<file path="src/rtl/oam_dma_controller_if.sv">
// CPU-side and memory-side bus bundle for the FF46h OAM DMA controller.
interface oam_dma_controller_if;
  logic [15:0] A_cpu;
  logic [7:0]  Dw_cpu;
  logic [7:0]  Dr_cpu;
  logic        rd_cpu_n;
  logic        wr_cpu_n;
  logic [15:0] A_mem;
  logic [7:0]  Dw_mem;
  logic [7:0]  Dr_mem;
  logic        rd_mem_n;
  logic        wr_mem_n;

  modport slave (
    input  A_cpu, Dw_cpu, rd_cpu_n, wr_cpu_n, Dr_mem,
    output Dr_cpu, A_mem, Dw_mem, rd_mem_n, wr_mem_n
  );

  modport master (
    output A_cpu, Dw_cpu, rd_cpu_n, wr_cpu_n, Dr_mem,
    input  Dr_cpu, A_mem, Dw_mem, rd_mem_n, wr_mem_n
  );
endinterface

</file>
<file path="src/rtl/oam_dma_controller.sv">
// Game Boy OAM DMA (FF46h): copies NUM_BYTES from page P into FE00h and arbitrates the bus.
// Define OAM_DMA_BUS_LOCK_EN to lock the CPU out of A_cpu<FF00h while DMA is active.
module oam_dma_controller #(
  parameter int unsigned CYCLES_PER_BYTE = 4,
  parameter int unsigned NUM_BYTES       = 160
) (
  input  logic                 clock,
  input  logic                 reset,
  oam_dma_controller_if.slave  bus,
  output logic                 dma_active
);

  localparam int unsigned SW = (CYCLES_PER_BYTE > 2) ? $clog2(CYCLES_PER_BYTE) : 1;
  localparam logic [SW-1:0] SLOT_LAST  = SW'(CYCLES_PER_BYTE - 1);
  localparam logic [7:0]    LAST_INDEX = 8'(NUM_BYTES - 1);

  typedef enum logic [2:0] {IDLE, START, READ, WRITE, WAIT} state_t;

  state_t        state;
  logic [7:0]    index;
  logic [7:0]    src_page;
  logic [7:0]    dma_reg;
  logic [7:0]    data_reg;
  logic [SW-1:0] slot;

  logic cpu_strobe, is_reg, reg_write, dma_bus, cpu_prio, locked, stall, forward;

  assign cpu_strobe = !bus.rd_cpu_n || !bus.wr_cpu_n;
  assign is_reg     = (bus.A_cpu == 16'hFF46);
  assign reg_write  = is_reg && !bus.wr_cpu_n;
  assign dma_bus    = (state == READ) || (state == WRITE);

`ifdef OAM_DMA_BUS_LOCK_EN
  logic high;
  assign high     = (bus.A_cpu >= 16'hFF00);
  assign cpu_prio = cpu_strobe && high && !is_reg;
  assign locked   = dma_active && !high;
`else
  assign cpu_prio = cpu_strobe && !is_reg;
  assign locked   = 1'b0;
`endif

  assign stall   = dma_bus && cpu_prio;
  assign forward = !is_reg && !locked;

  always_comb begin
    bus.A_mem    = bus.A_cpu;
    bus.Dw_mem   = bus.Dw_cpu;
    bus.rd_mem_n = forward ? bus.rd_cpu_n : 1'b1;
    bus.wr_mem_n = forward ? bus.wr_cpu_n : 1'b1;
    // A winning CPU access keeps the bus; the DMA slot simply repeats next clock.
    if (dma_bus && !stall) begin
      if (state == READ) begin
        bus.A_mem    = {src_page, index};
        bus.rd_mem_n = 1'b0;
        bus.wr_mem_n = 1'b1;
      end else begin
        bus.A_mem    = 16'hFE00 + {8'h00, index};
        bus.Dw_mem   = data_reg;
        bus.rd_mem_n = 1'b1;
        bus.wr_mem_n = 1'b0;
      end
    end
  end

  always_comb begin
    if (is_reg)      bus.Dr_cpu = dma_reg;
    else if (locked) bus.Dr_cpu = 8'hFF;
    else             bus.Dr_cpu = bus.Dr_mem;
  end

  always_ff @(posedge clock) begin
    if (reset) begin
      state      <= IDLE;
      index      <= '0;
      src_page   <= '0;
      dma_reg    <= '0;
      data_reg   <= '0;
      slot       <= '0;
      dma_active <= 1'b0;
    end else if (reg_write) begin
      dma_reg    <= bus.Dw_cpu;
      src_page   <= (bus.Dw_cpu >= 8'hE0) ? bus.Dw_cpu - 8'h20 : bus.Dw_cpu;
      state      <= START;
      dma_active <= 1'b1;
    end else begin
      case (state)
        IDLE: ;
        START: begin
          index <= '0;
          slot  <= '0;
          state <= READ;
        end
        READ: if (!stall) begin
          data_reg <= bus.Dr_mem;
          slot     <= slot + 1'b1;
          state    <= WRITE;
        end
        WRITE, WAIT: if (!stall) begin
          if (slot == SLOT_LAST) begin
            slot <= '0;
            if (index == LAST_INDEX) begin
              state      <= IDLE;
              dma_active <= 1'b0;
            end else begin
              index <= index + 1'b1;
              state <= READ;
            end
          end else begin
            slot  <= slot + 1'b1;
            state <= WAIT;
          end
        end
        default: state <= IDLE;
      endcase
    end
  end

endmodule
</file>
<file path="src/flat_wrapper.sv">
// flat-port wrapper written by rule: the top's interface ports become plain ports
module oam_dma_controller_flat 
#(
  parameter int unsigned CYCLES_PER_BYTE = 4,
  parameter int unsigned NUM_BYTES       = 160
)
  (clock, reset, dma_active, bus_A_cpu, bus_Dw_cpu, bus_rd_cpu_n, bus_wr_cpu_n, bus_Dr_mem, bus_Dr_cpu, bus_A_mem, bus_Dw_mem, bus_rd_mem_n, bus_wr_mem_n);
  oam_dma_controller_if bus_i ();
  input  logic clock;
  input  logic reset;
  output logic dma_active;
  input wire logic [$bits(bus_i.A_cpu)-1:0] bus_A_cpu;
  input wire logic [$bits(bus_i.Dw_cpu)-1:0] bus_Dw_cpu;
  input wire logic [$bits(bus_i.rd_cpu_n)-1:0] bus_rd_cpu_n;
  input wire logic [$bits(bus_i.wr_cpu_n)-1:0] bus_wr_cpu_n;
  input wire logic [$bits(bus_i.Dr_mem)-1:0] bus_Dr_mem;
  output wire logic [$bits(bus_i.Dr_cpu)-1:0] bus_Dr_cpu;
  output wire logic [$bits(bus_i.A_mem)-1:0] bus_A_mem;
  output wire logic [$bits(bus_i.Dw_mem)-1:0] bus_Dw_mem;
  output wire logic [$bits(bus_i.rd_mem_n)-1:0] bus_rd_mem_n;
  output wire logic [$bits(bus_i.wr_mem_n)-1:0] bus_wr_mem_n;
  assign bus_i.A_cpu = bus_A_cpu;
  assign bus_i.Dw_cpu = bus_Dw_cpu;
  assign bus_i.rd_cpu_n = bus_rd_cpu_n;
  assign bus_i.wr_cpu_n = bus_wr_cpu_n;
  assign bus_i.Dr_mem = bus_Dr_mem;
  assign bus_Dr_cpu = bus_i.Dr_cpu;
  assign bus_A_mem = bus_i.A_mem;
  assign bus_Dw_mem = bus_i.Dw_mem;
  assign bus_rd_mem_n = bus_i.rd_mem_n;
  assign bus_wr_mem_n = bus_i.wr_mem_n;
  oam_dma_controller #(.CYCLES_PER_BYTE(CYCLES_PER_BYTE), .NUM_BYTES(NUM_BYTES)) u_core (.clock(clock), .reset(reset), .bus(bus_i), .dma_active(dma_active));
endmodule
</file>
<file path="config.mk">
export PLATFORM = sky130hd
export DESIGN_NAME = oam_dma_controller_flat
export DESIGN_NICKNAME = d
export VERILOG_FILES = /design/src/rtl/oam_dma_controller_if.sv /design/src/rtl/oam_dma_controller.sv /design/src/flat_wrapper.sv
export SDC_FILE = /design/constraint.sdc
export NUM_CORES = 1
export LEC_CHECK = 0
export CAP_MARGIN = 20
export CORE_AREA = 2 2 70 72
export CTS_BUF_LIST = sky130_fd_sc_hd__clkbuf_2 sky130_fd_sc_hd__clkbuf_4 sky130_fd_sc_hd__clkbuf_8
export DETAILED_ROUTE_END_ITERATION = 8
export DIE_AREA = 0 0 72 74
export PLACE_DENSITY = 0.8
export SYNTH_ARGS = -nofsm -noshare
export SYNTH_HDL_FRONTEND = slang
export SYNTH_SLANG_ARGS = --single-unit
</file>
<file path="constraint.sdc">
create_clock -name clock -period 2.5 [get_ports clock]
set_input_delay 0.25 -clock clock [delete_from_list [all_inputs] [get_ports clock]]
set_output_delay 0.25 -clock clock [all_outputs]
set_load 0.1 [all_outputs]
</file>
=== Yosys cells after proc, flatten, opt, wreduce, memory -nomap -nowiden ===
Cells that the tools add are included.

* Bits in registers: 38
* Output and inout bits: 35

* Order comparisons: 1
* Bitwise logic cells: 3
* Add/subtract/negate cells: 4
* Equal/unequal tests: 15
* Multiplexer cells: 31
* Reduce and logical (&&, ||, !) cells: 24

{| class="wikitable"
|+ Operators by type and width
! operator !! count
|-
| 8-bit 2-to-1 mux || 7
|-
| 16-bit 2-to-1 mux || 2
|-
| 16-bit equality test, second input constant || 1
|-
| 8-bit one-hot mux with 2 select lines || 1
|-
| 1-bit 2-to-1 mux || 12
|-
| 3-bit one-hot mux with 4 select lines || 1
|-
| 10-bit by 9-bit adder with 11-bit output, first input constant || 1
|-
| 3-bit 2-to-1 mux || 3
|-
| 3-bit AND reduction || 3
|-
| 8-bit by 1-bit adder with 8-bit output, second input constant || 1
|-
| 8-bit equality test, second input constant || 1
|-
| 8-bit >= comparator, second input constant || 1
|-
| 2-bit 2-to-1 mux || 4
|-
| 4-bit AND reduction || 2
|-
| 2-bit nonzero test || 4
|-
| 8-bit by 6-bit subtractor with 8-bit output, second input constant || 1
|-
| 3-bit by 2-bit equality test with 1-bit output, second input constant || 2
|-
| 2-bit by 1-bit != test with 1-bit output, second input constant || 3
|-
| 2-bit != test, second input constant || 3
|-
| 3-bit by 2-bit != test with 1-bit output, second input constant || 2
|-
| 2-bit one-hot mux with 3 select lines || 1
|-
| 5-bit AND reduction || 1
|-
| 1-bit logical AND || 4
|-
| 1-bit logical NOT || 4
|-
| 9 further kinds || 13
|}

=== Longest topological paths before layout ===
Gate-level depths: netlist (run 1).

* Depth after elaboration: 7
* Depth in mapped cells: 7
* Mapped depth without buffers: 6

=== Worst setup path before layout (run 1) ===
Ideal clock, no wire load.

* Kind: input -> output
* From: in bus_A_cpu[4]
* To: out bus_A_mem[10]
* Data required time: 2250 ps
* Data arrival time: 3307 ps
* Stages: 6
* Path slack: -1057 ps
* Cells stage by stage: or4b_4 or4_4 a21o_1 clkbuf_1 clkbuf_1 o21ai_1

* Word-level cells in the longest chain between the ends: 7

{| class="wikitable"
|+ RTL lines
! element !! RTL line !! RTL
|-
| start: declaration || flat_wrapper.sv:12 || <nowiki>input wire logic [$bits(bus_i.A_cpu)-1:0] bus_A_cpu;</nowiki>
|-
| 16-bit equality test || oam_dma_controller.sv:29 || <nowiki>assign is_reg = (bus.A_cpu == 16'hFF46);</nowiki>
|-
| 1-bit logical NOT || oam_dma_controller.sv:39 || <nowiki>assign cpu_prio = cpu_strobe && !is_reg;</nowiki>
|-
| 1-bit logical AND || oam_dma_controller.sv:39 ||
|-
| 1-bit logical AND || oam_dma_controller.sv:43 || <nowiki>assign stall = dma_bus && cpu_prio;</nowiki>
|-
| 1-bit logical NOT || oam_dma_controller.sv:52 || <nowiki>if (dma_bus && !stall) begin</nowiki>
|-
| 1-bit logical AND || oam_dma_controller.sv:52 ||
|-
| 16-bit 2-to-1 mux || oam_dma_controller.sv:52 ||
|-
| end: declaration || flat_wrapper.sv:18 || <nowiki>output wire logic [$bits(bus_i.A_mem)-1:0] bus_A_mem;</nowiki>
|}

Every way passes these cells.

=== Worst setup path after layout (run 1) ===
* From: in bus_A_cpu[7]
* To: out bus_A_mem[5]

The elaborated chain is that of the path after synthesis.

==> results of run 1 <==
[how the worst max path moves through the flow]
stage          slack [ns]  cells after the start          from            end
2_1_floorplan       -0.06                      6  bus_A_cpu[4]   bus_A_mem[4]
3_3_place_gp        -0.31                      8  bus_A_cpu[4]  bus_Dw_mem[0]
3_5_place_dp        -0.33                      8  bus_A_cpu[4]  bus_Dw_mem[0]
4_1_cts             -0.05                      7  bus_A_cpu[7]   bus_A_mem[2]
5_1_grt              -0.1                      7  bus_A_cpu[5]   bus_A_mem[2]
6_report            -0.06                      7  bus_A_cpu[7]   bus_A_mem[5]
[cell families after synthesis]
kind of cell             after synthesis  share of synthesized area [%]
AO/OA/AOI/OAI                         61                          22.38
adder cells (fa/ha/maj)                3                          1.825
buffers and inverters                 25                          5.109
flip-flops                            33                          32.12
multiplexers                          30                          15.94
AND/OR/NAND/NOR                       98                          22.63
[area by class of cell]
type	instances	area, µm²
Clock buffer	8	91.34
Fill cell	277	945.9
Inverter	8	30.03
Multi-Input combinational cell	192	1486
Sequential cell	33	660.6
Tap cell	54	67.56
Timing Repair Buffer	105	1316
[layout by cell type (no fill, tap or decap), drive strengths merged, types with 3 or more instances in the layout]
| cell | instances |
|---|---|
| a21oi | 17 |
| buf | 74 |
| clkbuf | 8 |
| clkdlybuf4s50 | 23 |
| dfxtp | 33 |
| dlygate4sd2 | 8 |
| ha | 3 |
| inv | 8 |
| mux2 | 22 |
| mux2i | 8 |
| nand2 | 39 |
| nand2b | 3 |
| nand3 | 12 |
| nand4 | 3 |
| nor2 | 25 |
| nor2b | 3 |
| o211ai | 3 |
| o21ai | 14 |
| o311ai | 6 |
| o41ai | 8 |
[timing repair]
| action | in CTS | in global routing |
|---|---|---|
| cloned | 1 | 0 |
| endpoints found under the setup margin | 34 | 22 |
| gates resized for setup | 40 | 8 |
| pin swaps | 5 | 1 |
| buffers inserted | 2 | 1 |
[worst reg2reg max path, cell delays in order (launching register included)]
cell and delay, ns:
dfxtp_1 0.40, nor2b_1 0.50, a21oi_1 0.24, or3_1 0.54
o41ai_2 0.34
[per-layer routing]
metal  GRT usage, %  vias up  routed length (µm)  share of wire (%)
met5              0        -                   0                  0
met3          4.472        9                 444                6.5
met2          49.07       90                3540                 52
li1               -     1096                   -                  -
met1          32.69     1122                2758                 40
met4          6.080        0                  78                1.1
[power groups by stage]
stage          sequential [mW]  clock, mW  combinational (mW)
2_1_floorplan            0.537          0               0.278
3_3_place_gp             0.537          0               0.495
3_5_place_dp             0.537          0               0.500
4_1_cts                  0.525      0.430               0.501
5_1_grt                  0.525      0.440               0.519
6_report                 0.525      0.425               0.504
[metrics by stage]
| step | setup TNS [ns] | utilization [%] | instances |
|---|---|---|---|
| final | -0.4250 | 79.43 | 400 |
| after detailed placement | -10.33 | 75.21 | 388 |
| after global placement | -9.059 | 75.21 | 388 |
| after floorplan | -0.7829 | - | 250 |
| after CTS | -0.1743 | 78.78 | 399 |
| after global routing | -1.078 | 79.43 | 400 |
==> impl_metrics.csv, run 1 <==
group,metric,value,unit
power_and_ir_drop,p_seq_share,36.1,%
final_layout,insertedDiodeCount,0,
worst_setup_path,path_buf_inv,3,
hold_path,min_path_type,"reg -> reg",
cts,htree_levels,2,
final_layout,final_area,3652,µm²
grt,grt_usage,26.63,%
worst_setup_path,cp_max_fo,7,
die,floorplan.initialDensity,44.73,%
logic_synthesis,netlist_area,2057,µm²
grt,grt_max_degree,24,
sta,holdWs,0.4694,ns
die,die-area,5328,µm²
worst_setup_path,crit_path_cell_trace,"buf_6 -> or4b_4 -> or4_4 -> a21o_4 -> buf_8 -> mux2_4 -> buf_12",
routing,drtIter0Drc,120,
die,fp-row-count,25,
sta,finClkSkew,0.0007396,ns
worst_setup_path,r2r_cells,4,
worst_setup_path,worstSetupEndpointType,"primary output",
sta,relSlewSlack,62.61,%
logic_synthesis,synth_edf_count,0,
logic_synthesis,synth_cell_types,46,
sta,period_minus_slack,2.562,ns
sta,fin_ws,-0.06216,ns
placement,place_area,3458,µm²
power_and_ir_drop,peakVddDrop,0.3599,mV
sta,fin_crit_sh,102.5,%
final_layout,area_growth,77.55,%
power_and_ir_drop,comb_power_share,34.6,%
hold_path,whs_path_depth,2,
worst_setup_path,worstReg2RegEnd,"u_core.index[6]",
logic_synthesis,yosysSeqAreaShare,32.12,%
die,io_pins,71,
cts,clock_path_buffers,2,
sta,max_freq,390.3,MHz
placement,place_congestion,0.9058,
worst_setup_path,crit_slowest_cell,"or4_4",
routing,routed-via-count,2317,
logic_synthesis,yosys_warnings,0,
logic_synthesis,ys_ff_latch,33,
power_and_ir_drop,p_int,0.9554,mW
logic_synthesis,synth_area_leader_cell,"dfxtp_1",
logic_synthesis,synthArstFlopShare,0,%
placement,hpwlAfterDp,5072,µm
logic_synthesis,yosys-top-cells-area,"dfxtp_1 (32%), mux2_2 (8.8%), nand2_1 (7.1%), nor2_1 (4.6%), a21oi_1 (4.1%)",
die,core,4598,µm²
sta,drv_slew,0,
grt,antenna_found_initial,0,
worst_setup_path,required,2.25,ns
power_and_ir_drop,swShare,34.32,%
routing,drtAntennaViolNets,0,
cts,worstSkewPairLatency,0.28,ns
routing,wirelength,6821,µm
final_layout,drive_gt1_share,39.31,%
logic_synthesis,synth_commonest_cells,"nand2_1 (39), dfxtp_1 (33), nor2_1 (25)",
cts,numCtsBuffers,5,
sta,tightest_slew,0.5596,ns
power_and_ir_drop,power.density,398.3,nW/µm²
run_status,outcome,"finished, violations left",
hold_path,min_from,"u_core.src_page[5]",
worst_setup_path,crit_type,"in -> out",
worst_setup_path,max_stage_delay,0.54,ns
power_and_ir_drop,clockPowerShare,29.2,%
grt,grt_pass1_vias,2328,
worst_setup_path,r2r_setup_slack,0.38,ns
power_and_ir_drop,power.leakage,1.527,nW
logic_synthesis,synth.most_common_cell,"nand2_1",
routing,drc,0,
final_layout,fin_nets,384,
run_status,violations,"setup timing",
sta,setup_viol,12,
cts,clockRootBuffer,"clkbuf_8",
cts,cts_tree,"yes",
routing,first_pass_iters,4,
grt,grt_pass1_wl,11180,µm
power_and_ir_drop,p_sw,0.4992,mW
logic_synthesis,ys.flop_type,"dfxtp_1",
worst_setup_path,regToRegStartpoint,"u_core.state[1]",
routing,wl_per_cell,17.05,µm
die,die_h,74,µm
hold_path,hold_end,"u_core.src_page[5]",
sta,rsz0062_at_grt,"true",
cts,cts_hold_buf,0,
routing,via_per_inst,5.793,
sta,hold_viol_final,0,
logic_synthesis,syn-num-nets,289,
cts,path_clk_slew,0.07,ns
job,maxCapViolations,0,
logic_synthesis,postSynthCellCount,250,
logic_synthesis,avgSynthCellArea,8.228,µm²
cts,clock-sinks,33,
power_and_ir_drop,power,1.455,mW
grt,overflow,0,
placement,port_buffers,70,
worst_setup_path,cp.arrival,2.31,ns
logic_synthesis,synth_top_area_share,32.12,%
worst_setup_path,critPathTopFamily,"simple AND/OR/NAND/NOR gates",
die,dieWidth,72,µm
placement,pre_cts_slack,-0.3339,ns
worst_setup_path,cp-start-kind,"input port",
(Power assumes the default switching activity.)
==> run 2: changes to the inputs <==
--- a/constraint.sdc
+++ b/constraint.sdc
@@ -3,2 +3,2 @@
 set_output_delay 0.25 -clock clock [all_outputs]
-set_load 0.1 [all_outputs]
+set_load 0.02 [all_outputs]
==> run 2 against run 1 <==
Critical path type unchanged; worst setup slack better by 0.018 ns; die area unchanged; the run still ends with setup timing left; highest routed layer unchanged; global-route usage decreased by 2.9 points; largest cell class unchanged.
==> impl_metrics.csv, run 2 (synthesized netlist as in run 1, its figures left out) <==
group,metric,value,unit
grt,antenna_found_initial,0,
worst_setup_path,cp_max_fo,5,
routing,first_pass_iters,4,
cts,clockRootBuffer,"clkbuf_8",
final_layout,postLayoutCoreUtil,66.78,%
worst_setup_path,crit_type,"in -> out",
final_layout,fin_nets,381,
placement,placedCellCount,383,
power_and_ir_drop,peakVddDrop,0.2748,mV
final_layout,seqCellArea,660.6,µm²
cts,clock_path_buffers,2,
sta,period_minus_slack,2.544,ns
sta,tightest_slew,0.7048,ns
sta,fin_crit_sh,101.8,%
job,maxCapViolations,0,
sta,hold_viol_final,0,
routing,drtIter0Drc,182,
sta,fin_ws,-0.04447,ns
routing,routed-via-count,2257,
die,floorplan.initialDensity,44.73,%
sta,rsz0062_at_grt,"true",
final_layout,layout_commonest_cell,"nand2_1",
grt,grt_pass1_wl,9873,µm
cts,cts_tree,"yes",
worst_setup_path,required,2.25,ns
final_layout,insertedDiodeCount,0,
cts,path_clk_slew,0.07,ns
placement,hpwlAfterDp,4454,µm
final_layout,area_growth,49.27,%
cts,clock-sinks,33,
cts,htree_levels,2,
sta,relSlewSlack,53.01,%
hold_path,min_path_type,"reg -> reg",
final_layout,fillers,373,
grt,grt_pass1_vias,2127,
routing,via_per_inst,5.685,
grt,overflow,0,
die,die-area,5328,µm²
sta,max_freq,393.0,MHz
cts,cts_hold_buf,0,
placement,port_buffers,70,
routing,wirelength,6359,µm
worst_setup_path,cp.arrival,2.29,ns
sta,finClkSkew,0.007927,ns
die,fp-row-count,25,
die,core,4598,µm²
cts,worstSkewPairLatency,0.29,ns
final_layout,final_cell_mix,"nand2_1 (38), dfxtp_1 (33), buf_4 (27)",
final_layout,multiInputGateArea,1341,µm²
routing,drtAntennaViolNets,0,
cts,numCtsBuffers,5,
grt,grt_max_degree,24,
power_and_ir_drop,power.density,369.2,nW/µm²
routing,drc,0,
run_status,outcome,"finished, violations left",
final_layout,drive_gt1_share,32.94,%
die,dieWidth,72,µm
die,die_h,74,µm
grt,grt_usage,23.74,%
worst_setup_path,cp-start-kind,"input port",
die,io_pins,71,
final_layout,stdcell_count,397,
placement,place_congestion,0.8257,
sta,drv_slew,0,
power_and_ir_drop,power.leakage,1.335,nW
routing,wl_per_cell,16.02,µm
worst_setup_path,worstSetupEndpointType,"primary output",
sta,setup_viol,8,
run_status,violations,"setup timing",
-- run 2: changes by cell type in the layout (fill, tap and decap cells not counted), moves of 5 or more --
| cell | change |
|---|---|
| nand2_2 | -6 |
| buf_6 | +15 |
| buf_12 | -34 |
| buf_2 | +13 |
| o21ai_4 | -10 |
| nand2_1 | +6 |
| o21ai_1 | +10 |
| clkbuf_2 | +5 |
-- run 2: cell type report --
class / instances / area share (%)
clock inverters: 3 / 0.5705
flip-flops and latches: 33 / 21.52
well taps: 54 / 2.200
repair buffers: 102 / 28.81
clock buffers: 5 / 2.241
multi-input cells: 192 / 43.68
inverters: 8 / 0.9780
-- run 2: worst paths after layout --
check / start / end / slack, ns / cells after the start
worst min register to register: u_core.dma_reg[6] / u_core.dma_reg[6] / 0.46 / 2
worst max-delay path: bus_A_cpu[4] / bus_Dw_mem[1] / -0.04 / 9
worst min-delay path: u_core.dma_reg[6] / u_core.dma_reg[6] / 0.46 / 2
worst max register to register: u_core.state[1] / u_core.index[3] / 0.24 / 4
-- run 2: worst max-delay path, cell delays in order --
cell and delay, ns:
buf_6 0.09, or4b_4 0.53, or4_4 0.53, buf_6 0.15, nand2_4 0.06, nand3_4 0.07
buf_6 0.17, mux2_4 0.30, buf_6 0.13
-- run 2: power by group --
part / switching [mW] / leakage (nW) / total (mW) / internal [mW]
combinational: 0.102 / 1.03 / 0.212 / 0.110
clock: 0.204 / 0.0439 / 0.396 / 0.192
sequential: 0.00000198 / 0.266 / 0.525 / 0.525
total: 0.306 / 1.33 / 1.13 / 0.828
-- run 2: layer usage --
| metal | track usage (%) | share of wire [%] | vias to the layer above | wire length (µm) |
|---|---|---|---|---|
| met2 | 41.26 | 50 | 86 | 3198 |
| met4 | 10.06 | 2.3 | 0 | 144 |
| li1 | - | - | 1106 | - |
| met1 | 28.33 | 41 | 1050 | 2623 |
| met3 | 5.556 | 6.2 | 15 | 393 |
| met5 | 0 | 0 | - | 0 |
-- run 2: per-stage QoR --
stage	setup TNS [ns]	worst slack [ns]	area (µm²)	total power [mW]	hold WS, ns
CTS	0	0.006446	3078	1.132	0.4569
global route	-0.3979	-0.06965	3070	1.177	0.4772
detailed placement	-26.71	-0.7446	2958	0.7574	0.4472
finish	-0.1375	-0.04447	3070	1.134	0.4578
floorplan	-0.2640	-0.03155	2057	0.6237	0.3860
global placement	-24.68	-0.6899	2958	0.7550	0.4418
-- run 2: timing repair --
action | CTS | global route
hold endpoints to repair | 0 | 0
buffers inserted | 4 | 1
setup endpoints to repair | 40 | 32
pin swaps | 7 | 3
gates resized for setup | 168 | 33
cloned | 1 | 0
==> patch, RTL diff (settings of run 1) <==
The option `OAM_DMA_BUS_LOCK_EN` is turned on by a define.
--- a/src/rtl/oam_dma_controller.sv
+++ b/src/rtl/oam_dma_controller.sv
@@ -1,5 +1,7 @@
 // Game Boy OAM DMA (FF46h): copies NUM_BYTES from page P into FE00h and arbitrates the bus.
 // Define OAM_DMA_BUS_LOCK_EN to lock the CPU out of A_cpu<FF00h while DMA is active.
+`define OAM_DMA_BUS_LOCK_EN
+
 module oam_dma_controller #(
   parameter int unsigned CYCLES_PER_BYTE = 4,
   parameter int unsigned NUM_BYTES       = 160
Check against the original RTL: not equivalent (a bounded check fails within 4 cycles, from zero or initial values and one cycle with reset high).
==> patch against run 1 <==
- critical path depth increased by 4
- area after synthesis decreased by 6.1%
- clock power increased by 27%
- power increased by 6.5%
- sequential cell count unchanged
- synthesized cell count decreased by 6.8%
- final area decreased by 7.9%
- combinational power decreased by 4%
- worst setup slack improved by 0.11 ns
- utilization decreased by 6.3 points
- wire length decreased by 9.9%
- via count decreased by 6.4%
- fmax increased by 4.4%
==> patch: results (changes against run 1) <==
[run_status]
run_status = completed

[critical_path]
critical_path.max_stage_delay_ns = 0.49  ; -0.05 ns
arrival_time_worst_endpoint_ns = 2.20  ; -0.11 ns
r2r-start = u_core.index[0]
logic_depth_of_the_worst_register_to_register_path = 8  ; +4
crit_start = bus_A_cpu[9]
critical-path-slowest-cell = clkdlybuf4s50_1
path_delay_family = buffers and inverters
crit_path_max_fanout = 8  ; +1
r2r_setup_slack_ns = 0.43  ; +0.05 ns

[detailed_routing]
detailedRoute.firstIterationViolations = 119  ; -0.83%
route.layer.met1.wl_mm = 2.41  ; -13%
wl_met2_mm = 3.06  ; -14%
detail_route.vias_per_cell = 5.72  ; -1.2%
met3_wirelength_microns = 568  ; +28%

[logic_synthesis]
synthAdderAreaFrac = 0.0194  ; +0.00119
synth_sequential_area_ratio = 0.342  ; +0.0210
syn-num-nets = 272  ; -5.9%
post_synth_inst_count = 233  ; -6.8%
area_share_of_xor_xnor_cells_in_the_synthesized_design = 0.0136  ; +0.0136
dominant_cells_by_area_after_synthesis = dfxtp_1, mux2_2, nand2_1
synthesized_area_fraction_occupied_by_ao_oa_aoi_and_oai_cells = 0.285  ; +0.0613
synth.area.mux_share = 0.0868  ; -0.0725

[timing]
final_min_period_over_clock_period = 0.981  ; -0.0435
max-slew-margin-rel = 0.620  ; -0.00593
final.setup.tns_ns = 0  ; +0.425 ns
worst_clock_skew_ns = 0.00870  ; +0.00796 ns

[hold_path]
hp-start = u_core.src_page[7]
whs_endpoint = u_core.src_page[7]

[clocking]
postCtsResizedCells = 3  ; -93%
cts.repair_timing.setup_buffer_count = 1  ; -1

[global_route]
largest_net_degree_at_the_start_of_global_routing = 19  ; -21%
grt_pass1_vias = 2101  ; -9.8%
grtUsageMet3 = 0.0827  ; +0.0379
track_usage = 0.250  ; -0.0166

[place]
dpl_cell_area_sq_mm = 0.00321  ; -7.2%
detailedPlace.worstSlack_ns = -0.0511  ; +0.283 ns
gp_routability_congestion = 0.865  ; -4.5%
place_inst = 369  ; -4.9%

[final_layout]
post_route_cells_drive_above_1_share = 0.332  ; -0.0608
nets_final = 363  ; -5.5%

[power]
max-vdd-ir-drop_uv = 331  ; -8.1%
power.leakage_nw = 1.29  ; -15%
internal_power_mw = 1.05  ; +10%

==> patch: changes by cell type in the layout (fill, tap and decap cells not counted), sizes merged, moves of 7 or more <==
cell	run 1	this run
mux2i	8	1
o22a	0	15
clkdlybuf4s50	23	31
buf	74	60
mux2	22	14
a21oi	17	27
nor2	25	13
o41ai	8	1
==> patch: cell type report <==
| type | instances | area [sq um] |
|---|---|---|
| multi-input combinational | 182 | 1240 |
| timing repair buffer | 96 | 1260 |
| clock inverter | 1 | 30.0 |
| tap | 54 | 67.6 |
| sequential | 33 | 661 |
| fill | 311 | 1230 |
| clock buffer | 7 | 90.1 |
| inverter | 6 | 22.5 |
==> patch: power by group through the flow <==
stage          Sequential, mW  Combinational (mW)  Clock, mW
6_report                0.525               0.485      0.539
5_1_grt                 0.525               0.500      0.572
4_1_cts                 0.525               0.486      0.545
3_5_place_dp            0.537               0.485          0
3_3_place_gp            0.537               0.484          0
2_1_floorplan           0.537               0.261          0
